File: src/rtl/processor_control_unit.sv
// Multi-cycle fetch/execute sequencer: MV/LDI take 3 cycles, ADD/XOR take 5, plus one per F1 wait cycle.
// Backpressure: the sequencer stalls in F1 while mem_ready is low; halt parks it at the next F0.
module processor_control_unit #(
    parameter int A_IDX    = 8,
    parameter int G_IDX    = 9,
    parameter int PC_IDX   = 11,
    parameter int ADDR_IDX = 13,
    parameter int IMM_IDX  = 14
) (
    input  logic        clock,
    input  logic        resetnot,
    input  logic [7:0]  mem_data,
    input  logic        mem_ready,
    input  logic        halt,
    output logic        mem_read,
    output logic [7:0]  instruction,
    output logic [15:0] rout,
    output logic [15:0] ren,
    output logic        addxor,
    output logic        increment,
    output logic [15:0] imm,
    output logic        done,
    output logic [15:0] retired
);

    localparam logic [2:0] S_RST  = 3'd0;
    localparam logic [2:0] S_F0   = 3'd1;
    localparam logic [2:0] S_F1   = 3'd2;
    localparam logic [2:0] S_E1   = 3'd3;
    localparam logic [2:0] S_E2   = 3'd4;
    localparam logic [2:0] S_E3   = 3'd5;
    localparam logic [2:0] S_HALT = 3'd6;

    localparam logic [1:0] OP_MV  = 2'b00;
    localparam logic [1:0] OP_XOR = 2'b10;
    localparam logic [1:0] OP_LDI = 2'b11;

    logic [2:0]  r_state;
    logic [2:0]  w_next;
    logic [7:0]  r_ir;
    logic [15:0] r_retired;
    logic [1:0]  w_op;
    logic [2:0]  w_rx;
    logic [2:0]  w_ry;
    logic        w_single;

    assign w_op        = r_ir[7:6];
    assign w_rx        = r_ir[5:3];
    assign w_ry        = r_ir[2:0];
    assign w_single    = (w_op == OP_MV) || (w_op == OP_LDI);
    assign instruction = r_ir;
    assign imm         = {13'd0, r_ir[2:0]};
    assign retired     = r_retired;

    always_comb begin
        w_next = S_RST;
        case (r_state)
            S_RST:  w_next = S_F0;
            S_F0:   w_next = halt ? S_HALT : S_F1;
            S_F1:   w_next = mem_ready ? S_E1 : S_F1;
            S_E1:   w_next = w_single ? S_F0 : S_E2;
            S_E2:   w_next = S_E3;
            S_E3:   w_next = S_F0;
            S_HALT: w_next = halt ? S_HALT : S_F0;
            default: w_next = S_RST;
        endcase
    end

    always_comb begin
        mem_read  = 1'b0;
        rout      = 16'd0;
        ren       = 16'd0;
        addxor    = 1'b0;
        increment = 1'b0;
        done      = 1'b0;
        case (r_state)
            S_F0: begin
                // a pending halt suppresses the fetch entirely, including the PC bump
                if (!halt) begin
                    rout      = 16'd1 << PC_IDX;
                    ren       = 16'd1 << ADDR_IDX;
                    increment = 1'b1;
                end
            end
            S_F1: mem_read = 1'b1;
            S_E1: begin
                if (w_op == OP_MV) begin
                    rout = 16'd1 << w_ry;
                    ren  = 16'd1 << w_rx;
                    done = 1'b1;
                end else if (w_op == OP_LDI) begin
                    rout = 16'd1 << IMM_IDX;
                    ren  = 16'd1 << w_rx;
                    done = 1'b1;
                end else begin
                    rout = 16'd1 << w_rx;
                    ren  = 16'd1 << A_IDX;
                end
            end
            S_E2: begin
                rout   = 16'd1 << w_ry;
                ren    = 16'd1 << G_IDX;
                addxor = (w_op == OP_XOR);
            end
            S_E3: begin
                rout = 16'd1 << G_IDX;
                ren  = 16'd1 << w_rx;
                done = 1'b1;
            end
            default: ;
        endcase
    end

    always_ff @(posedge clock or negedge resetnot) begin
        if (!resetnot) begin
            r_state   <= S_RST;
            r_ir      <= 8'h00;
            r_retired <= 16'd0;
        end else begin
            r_state <= w_next;
            if (r_state == S_F1 && mem_ready) begin
                r_ir <= mem_data;
            end
            if (done) begin
                r_retired <= r_retired + 16'd1;
            end
        end
    end

endmodule

File: config.mk
export PLATFORM = sky130hd
export DESIGN_NAME = processor_control_unit
export DESIGN_NICKNAME = d
export VERILOG_FILES = /design/src/rtl/processor_control_unit.sv
export SDC_FILE = /design/constraint.sdc
export NUM_CORES = 1
export LEC_CHECK = 0
export ABC_AREA = 1
export CAP_MARGIN = 40
export CORE_ASPECT_RATIO = 1.2
export CORE_UTILIZATION = 45
export DETAILED_ROUTE_END_ITERATION = 16
export PLACE_DENSITY = 0.84
export SLEW_MARGIN = 20
export SYNTH_ARGS = -nofsm -noshare
export SYNTH_HDL_FRONTEND = slang
export SYNTH_SLANG_ARGS = --single-unit
File: constraint.sdc
create_clock -name clock -period 2.2 [get_ports clock]
set_input_delay 0.44 -clock clock [delete_from_list [all_inputs] [get_ports clock]]
set_output_delay 0.44 -clock clock [all_outputs]
set_load 0.01 [all_outputs]
==> impl_summary.log, run 1 <==
[metrics] post-layout minimum cycle time: 2.13 ns
[metrics] Final Total Pwr: 2740 uW
[metrics] clock-pin slew on the worst setup and hold paths: 0.09 ns
[metrics] most frequent standard cell in the layout excluding fill and tap cells: nand2_1
[metrics] pre-CTS setup slack: -0.144 ns
[metrics] most frequent CP cell: inv_1
[metrics] Yosys reg bits: 27
[metrics] count of nets left with antenna violations after detail routing: 0
[metrics] unrepaired setup endpoints after global routing: yes
[metrics] Max H-tree Level: 1
[metrics] Post-Synthesis Cells: 266
[metrics] total of warnings raised by yosys: 0
[metrics] share of the core filled with cells in the final layout: 0.667
[metrics] M1 GR Usage: 0.246
[metrics] reg-to-reg critical path endpoint: retired[12]
[metrics] growth of design area from synthesis to finish: 40.2%
[metrics] min-delay worst type: input pin to asynchronous set/reset pin
[metrics] count of inserted antenna diode cells: 0
[metrics] kind of end point of the critical path: output port
[metrics] Critical Setup Path Class: flop to output port
[metrics] Finish-stage setup viols: 0
[metrics] achievable frequency: 470 MHz
[metrics] fin. max-slew vios: 0
[metrics] total of fill cells in the finished design: 378
[metrics] DRC viols: 0
[metrics] summed instance area of the synthesized netlist: 0.00190 sq mm
[metrics] starting density of the core: 0.475
[metrics] Root Buffer: clkbuf_8
[metrics] Main synth FF type: dfrtp_1
[metrics] Slowest cell on crit path: clkdlybuf4s50_1
[metrics] flop2flop setup slack: 0.43 ns
[metrics] met2 GRT Util: 0.390
[metrics] Clock Skew: 0.00374 ns
[metrics] required time reported for the critical path endpoint: 1.76 ns
[metrics] Worst Tran Pin Value: 0.505 ns
[metrics] layout net count: 365
[metrics] I/O pin total: 88
[metrics] detail-routed net length per standard cell: 11.7 um
[metrics] Total Negative Setup Slacks: 0 ns
[metrics] Max Fanout on Critical Path: 3
[metrics] cts-stage hold buffer count: 0
[metrics] antenna violations before repair: 0
[metrics] max-slew headroom at the worst pin: 0.663
[metrics] total detailed-routing wirelength: 4690 um
[metrics] outcome: finished clean
[metrics] first-iteration detailed-routing DRC count: 77
[metrics] clk sinks: 27
[metrics] aggregate global routing overflow: 0
[metrics] final weighted congestion in routability-driven placement: 0.841
[metrics] final hold violations: 0
[metrics] pin count of the biggest net entering global routing: 28
[metrics] sum of net half-perimeters after detailed placement: 3480 um
[metrics] Cell Chain, Critical Path: buf_4 -> inv_1 -> nand3_2 -> inv_1 -> clkdlybuf4s50_1
[metrics] depth of the worst register-to-register path: 8
[metrics] global-route wire length before repair: 7320 um
[metrics] period utilization: 0.967
[metrics] drt via density: 4.77
[metrics] layer with the highest usage: met2
[metrics] CTS buffer count: 3
[metrics] commonest cells after routing, fill and taps aside: 52 x nand2_1, 42 x clkdlybuf4s50_1, 36 x inv_1
[metrics] width of the die: 61.4 um
[metrics] number of iterations in the first detailed-routing pass: 4
[metrics] global router's overall resource usage: 0.214
[metrics] leakage power figure: 0.00135 uW
[metrics] average size of a mapped cell: 7.15 sq um
[metrics] met3 Resource Use GR: 0.0408
[metrics] share of final-layout standard cells stronger than drive strength 1: 0.167
[metrics] vias in the first global route: 1729
[metrics] Die Footprint: 0.00449 sq mm
[metrics] arrival time at the worst endpoint: 1.69 ns
[metrics] clock tree from TritonCTS: yes
[metrics] source of the worst register-to-register timing path: retired[0]
[metrics] max incr delay on CP: 0.55 ns
[metrics] maximum count of clock buffers along a single path: 2
[metrics] die height: 73.2 um
[metrics] port bufs: 64
[metrics] Worst IR Drop VDD: 588 uV
[metrics] clock latency of the later-clocked register in the worst-skew pair: 0.27 ns
[metrics] core area: 0.00400 sq mm
[metrics] share of synthesized registers carrying an async set or reset: 1.00
[metrics] vias after detailed routing: 1914
[metrics] Worst Hold Slack: 0.525 ns
[metrics] count of unique library cells instantiated by Yosys: 24
[metrics] number of flops mapped to enable cells by yosys: 0
[metrics] final worst-path setup slack: 0.0728 ns
[metrics] sequential-to-total area share from yosys stat: 0.355
[metrics] Critical Path Start Type: flop
[metrics] number of rows in the core area: 25
[metrics] max cap viols: 0
[metrics] Power Density: 1030 mW/mm^2
[cell usage after synthesis (2+ instances only)]
library cell,number,area [sq um]
o21ai_0,3,15.0
dfrtp_1,27,676
nor3_1,7,35.0
a21oi_1,10,50.1
o22ai_1,2,12.5
nand3_1,24,120
inv_1,40,150
nor2_1,32,120
or2_1,2,12.5
buf_6,2,22.5
xnor2_1,4,35.0
ha_1,5,62.6
buf_4,27,203
nand3b_1,4,30.0
xor2_1,2,17.5
nand4_1,14,87.6
nand2_1,54,203
[timing repair]
action	CTS	global route
buffers inserted	5	2
pin swaps	1	2
gates resized for setup	38	39
endpoints found under the setup margin	21	19
[where the power goes]
group | leakage [uW] | switching, uW | internal, uW
combinational | 0.000992 | 858 | 780
clock | 0.0000217 | 157 | 128
sequential | 0.000337 | 190 | 629
[cells by family (layout without fill, tap and decap cells)]
group,Yosys count,in the layout,share of synthesized area
other cells,1,23,0.00197
simple gates,141,141,0.337
flops,27,27,0.355
buf+inv,70,129,0.200
xor+xnor,6,6,0.0276
fa+ha+maj,5,5,0.0329
compound gates,16,16,0.0454
[worst max-delay path by stage]
| stage | startpoint | slack [ns] | depth (start not counted) | endpoint |
|---|---|---|---|---|
| 3_5_place_dp | instruction[6] | -0.14 | 7 | ren[2] |
| 5_1_grt | instruction[6] | -0.02 | 9 | rout[5] |
| 4_1_cts | instruction[6] | -0.09 | 8 | ren[5] |
| 3_3_place_gp | instruction[6] | -0.06 | 7 | ren[0] |
| 6_report | r_state[0] | 0.07 | 5 | ren[9] |
| 2_1_floorplan | instruction[6] | 0.38 | 6 | ren[0] |
[stage by stage]
| step | cells | area (sq um) |
|---|---|---|
| after floorplan | 288 | 1990 |
| after global placement | 390 | 2570 |
| after detailed placement | 390 | 2570 |
| after CTS | 399 | 2670 |
| after global routing | 401 | 2670 |
| final | 401 | 2670 |
[sequential cells by signal, indices dropped and copies added (netlist names)]
register / count
r_state: 3
instruction: 8
retired: 16
[cell type report]
cell class | count | area, sq um | area share
timing repair buffer | 85 | 742 | 0.278
multi-input combinational | 191 | 983 | 0.368
sequential | 27 | 677 | 0.254
clock inverter | 1 | 7.51 | 0.00281
tap | 54 | 67.6 | 0.0253
inverter | 40 | 150 | 0.0563
clock buffer | 3 | 41.3 | 0.0155
[critical path, delay by kind of cell (launching register included)]
kind                   cells  cell delay [ns]
buffers and inverters      4             0.90
flip-flops                 1             0.42
AND/OR/NAND/NOR            1             0.10
[layer usage]
metal / vias to the layer above / routed length [um]
met4: 0 / 53
met5: - / 0
li1: 961 / -
met3: 6 / 253
met1: 881 / 1950
met2: 66 / 2430
(Power assumes the default switching activity.)
==> inputs of run 2 (changes only) <==
Settings changed: CORE_UTILIZATION 45 to 46, CTS_BUF_LIST set to sky130_fd_sc_hd__clkbuf_8, PLACE_DENSITY 0.84 to 0.86.
==> run 2 against run 1 <==
  * Core utilization up 0.11 points
  * Sequential power down 4.4%
  * Fmax down 1.6%
  * Routed wire length down 1.2%
  * Clock-buffer cell count unchanged
  * Global-route usage up 0.30 points
  * Power down 3.8%
  * Register-to-register slack about the same
  * Clock power down 2%
  * Cell area down 1.4%
  * Via count up 0.26%
==> impl_summary.log, run 2 (synthesized netlist as in run 1, its figures left out) <==
[metrics] Die Footprint: 0.00440 sq mm (was 0.00449 sq mm)
[metrics] number of rows in the core area: 25 (unchanged)
[metrics] family with the most delay on the worst path: buffers and inverters (unchanged)
[metrics] sum of net half-perimeters after detailed placement: 3570 um (was 3480 um)
[metrics] clock-pin slew on the worst setup and hold paths: 0.09 ns (about the same)
[metrics] Max Fanout on Critical Path: 3 (unchanged)
[metrics] depth of the worst register-to-register path: 8 (unchanged)
[metrics] die height: 72.5 um (was 73.2 um)
[metrics] Critical Path Start Type: flop (unchanged)
[metrics] final hold violations: 0 (unchanged)
[metrics] drt via density: 4.86 (was 4.77)
[metrics] port bufs: 64 (unchanged)
[metrics] Worst IR Drop VDD: 498 uV (was 588 uV)
[metrics] most frequent standard cell in the layout excluding fill and tap cells: nand2_1 (unchanged)
[metrics] buffering stage count on the worst path with inverters included: 3 (was 4)
[metrics] min-delay worst type: input pin to asynchronous set/reset pin (unchanged)
[metrics] global-route wire length before repair: 7380 um (was 7320 um)
[metrics] achievable frequency: 462 MHz (was 470 MHz)
[metrics] width of the die: 60.7 um (was 61.4 um)
[metrics] count of nets left with antenna violations after detail routing: 0 (unchanged)
[metrics] share of final-layout standard cells stronger than drive strength 1: 0.141 (was 0.167)
[metrics] clock tree from TritonCTS: yes (unchanged)
[metrics] leakage power figure: 0.00134 uW (was 0.00135 uW)
[metrics] max cap viols: 0 (unchanged)
[metrics] cts-stage hold buffer count: 0 (unchanged)
[metrics] capturing instance or port of the critical path: rout[14] (was ren[9])
[metrics] aggregate global routing overflow: 0 (unchanged)
[metrics] Worst Tran Pin Value: 0.519 ns (was 0.505 ns)
[metrics] clk sinks: 27 (unchanged)
[metrics] pin count of the biggest net entering global routing: 28 (unchanged)
[metrics] cell area after placement: 0.00255 sq mm (was 0.00257 sq mm)
[metrics] Clock Skew: 0.00342 ns (was 0.00374 ns)
[metrics] fin. max-slew vios: 0 (unchanged)
[metrics] required time reported for the critical path endpoint: 1.76 ns (about the same)
[metrics] arrival time at the worst endpoint: 1.72 ns (was 1.69 ns)
[metrics] antenna violations before repair: 0 (unchanged)
[metrics] total detailed-routing wirelength: 4640 um (was 4690 um)
[metrics] growth of design area from synthesis to finish: 38.3% (was 40.2%)
[metrics] Max H-tree Level: 1 (unchanged)
[metrics] period utilization: 0.983 (was 0.967)
[metrics] Critical Setup Path Class: flop to output port (unchanged)
[metrics] Slowest cell on crit path: clkdlybuf4s50_1 (unchanged)
[metrics] I/O pin total: 88 (unchanged)
[metrics] total of fill cells in the finished design: 354 (was 378)
[metrics] layout net count: 359 (was 365)
[metrics] Power Density: 1000 mW/mm^2 (was 1030 mW/mm^2)
[metrics] count of inserted antenna diode cells: 0 (unchanged)
[metrics] CTS buffer count: 3 (unchanged)
[metrics] DRC viols: 0 (unchanged)
[metrics] detail-routed net length per standard cell: 11.7 um (about the same)
[metrics] number of iterations in the first detailed-routing pass: 4 (unchanged)
[metrics] starting density of the core: 0.483 (was 0.475)
[metrics] commonest cells after routing, fill and taps aside: 53 x nand2_1, 42 x clkdlybuf4s50_1, 36 x inv_1 (was 52 x nand2_1, 42 x clkdlybuf4s50_1, 36 x inv_1)
[metrics] post-route insts no fill: 395 (was 401)
[metrics] reg-to-reg critical path endpoint: retired[14] (was retired[12])
[metrics] Cell Chain, Critical Path: inv_1 -> nand3_2 -> buf_4 -> nor2_1 -> clkdlybuf4s50_1 (was buf_4 -> inv_1 -> nand3_2 -> inv_1 -> clkdlybuf4s50_1)
[metrics] vias in the first global route: 1752 (was 1729)
[metrics] first-iteration detailed-routing DRC count: 71 (was 77)
[metrics] vias after detailed routing: 1919 (was 1914)
[metrics] clock latency of the later-clocked register in the worst-skew pair: 0.27 ns (about the same)
[metrics] startpoint of the worst setup timing path: r_state[2] (was r_state[0])
[metrics] final weighted congestion in routability-driven placement: 0.823 (was 0.841)
[metrics] Finish-stage setup viols: 0 (unchanged)
[metrics] source of the worst register-to-register timing path: retired[0] (unchanged)
[metrics] flip-flop count of the largest register, all copies and words added: 16 (unchanged)
[metrics] placed instance count: 388 (was 390)
[metrics] maximum count of clock buffers along a single path: 2 (unchanged)
[metrics] Root Buffer: clkbuf_8 (unchanged)
[metrics] flop2flop setup slack: 0.42 ns (was 0.43 ns)
[metrics] global router's overall resource usage: 0.217 (was 0.214)
[metrics] Layout Cell Area excl Fill: 0.00263 sq mm (was 0.00267 sq mm)
[metrics] instance count on the critical path: 5 (unchanged)
[metrics] kind of end point of the critical path: output port (unchanged)
[metrics] post-layout minimum cycle time: 2.16 ns (was 2.13 ns)
[metrics] max incr delay on CP: 0.55 ns (about the same)
[metrics] max-slew headroom at the worst pin: 0.653 (was 0.663)
[metrics] core area: 0.00394 sq mm (was 0.00400 sq mm)
[metrics] outcome: finished clean (unchanged)
-- run 2: metrics by stage --
stage | power [uW] | hold WS, ns | setup slack [ns] | TNS [ns] | util
after floorplan | 1620 | 0.144 | 0.382 | 0 | -
after global placement | 2220 | 0.479 | 0.0638 | 0 | 0.648
after detailed placement | 2260 | 0.522 | -0.0118 | -0.0118 | 0.648
after CTS | 2600 | 0.535 | -0.0245 | -0.0245 | 0.668
after global routing | 2840 | 0.553 | -0.00933 | -0.00933 | 0.668
final | 2640 | 0.532 | 0.0373 | 0 | 0.668
-- run 2: worst min-delay path by stage --
stage / from / endpoint / slack (ns) / depth (start not counted)
2_1_floorplan: resetnot / instruction[0] / 0.14 / 0
3_3_place_gp: retired[15] / retired[15] / 0.48 / 2
3_5_place_dp: retired[13] / retired[13] / 0.52 / 2
4_1_cts: resetnot / retired[12] / 0.54 / 2
5_1_grt: resetnot / retired[14] / 0.55 / 2
6_report: resetnot / retired[14] / 0.53 / 2
-- run 2: area by class of cell --
cell class | count | area (sq um) | share of cell area
Clock buffer | 3 | 41.3 | 0.0157
Multi-Input combinational cell | 191 | 983 | 0.374
Tap cell | 54 | 67.6 | 0.0257
Sequential cell | 27 | 676 | 0.257
Inverter | 40 | 150 | 0.0571
Timing Repair Buffer | 79 | 706 | 0.268
Clock inverter | 1 | 7.51 | 0.00285
-- run 2: report_power, final --
part	total (uW)	switching [uW]	internal, uW
Combinational	1570	855	720
Sequential	783	155	628
Clock	281	152	128
Total	2640	1160	1480
-- run 2: per-layer routing --
metal  vias up  wire length, um  track usage
met5         -                0            0
met4         0               61       0.0707
met3         8              246       0.0303
met2        69             2440        0.399
met1       900             1890        0.252
li1        942                -            -
-- run 2: repair_timing --
action                     CTS  global route
setup endpoints to repair   19            18
setup buffers                2             1
resized for setup           34            32
pin swaps                    1             1
==> inputs of run 3 (changes only) <==
Settings changed: CTS_CLUSTER_DIAMETER set to 50.
==> results of run 3 <==
The final DEF is identical to that of run 2; final timing and power are the same.
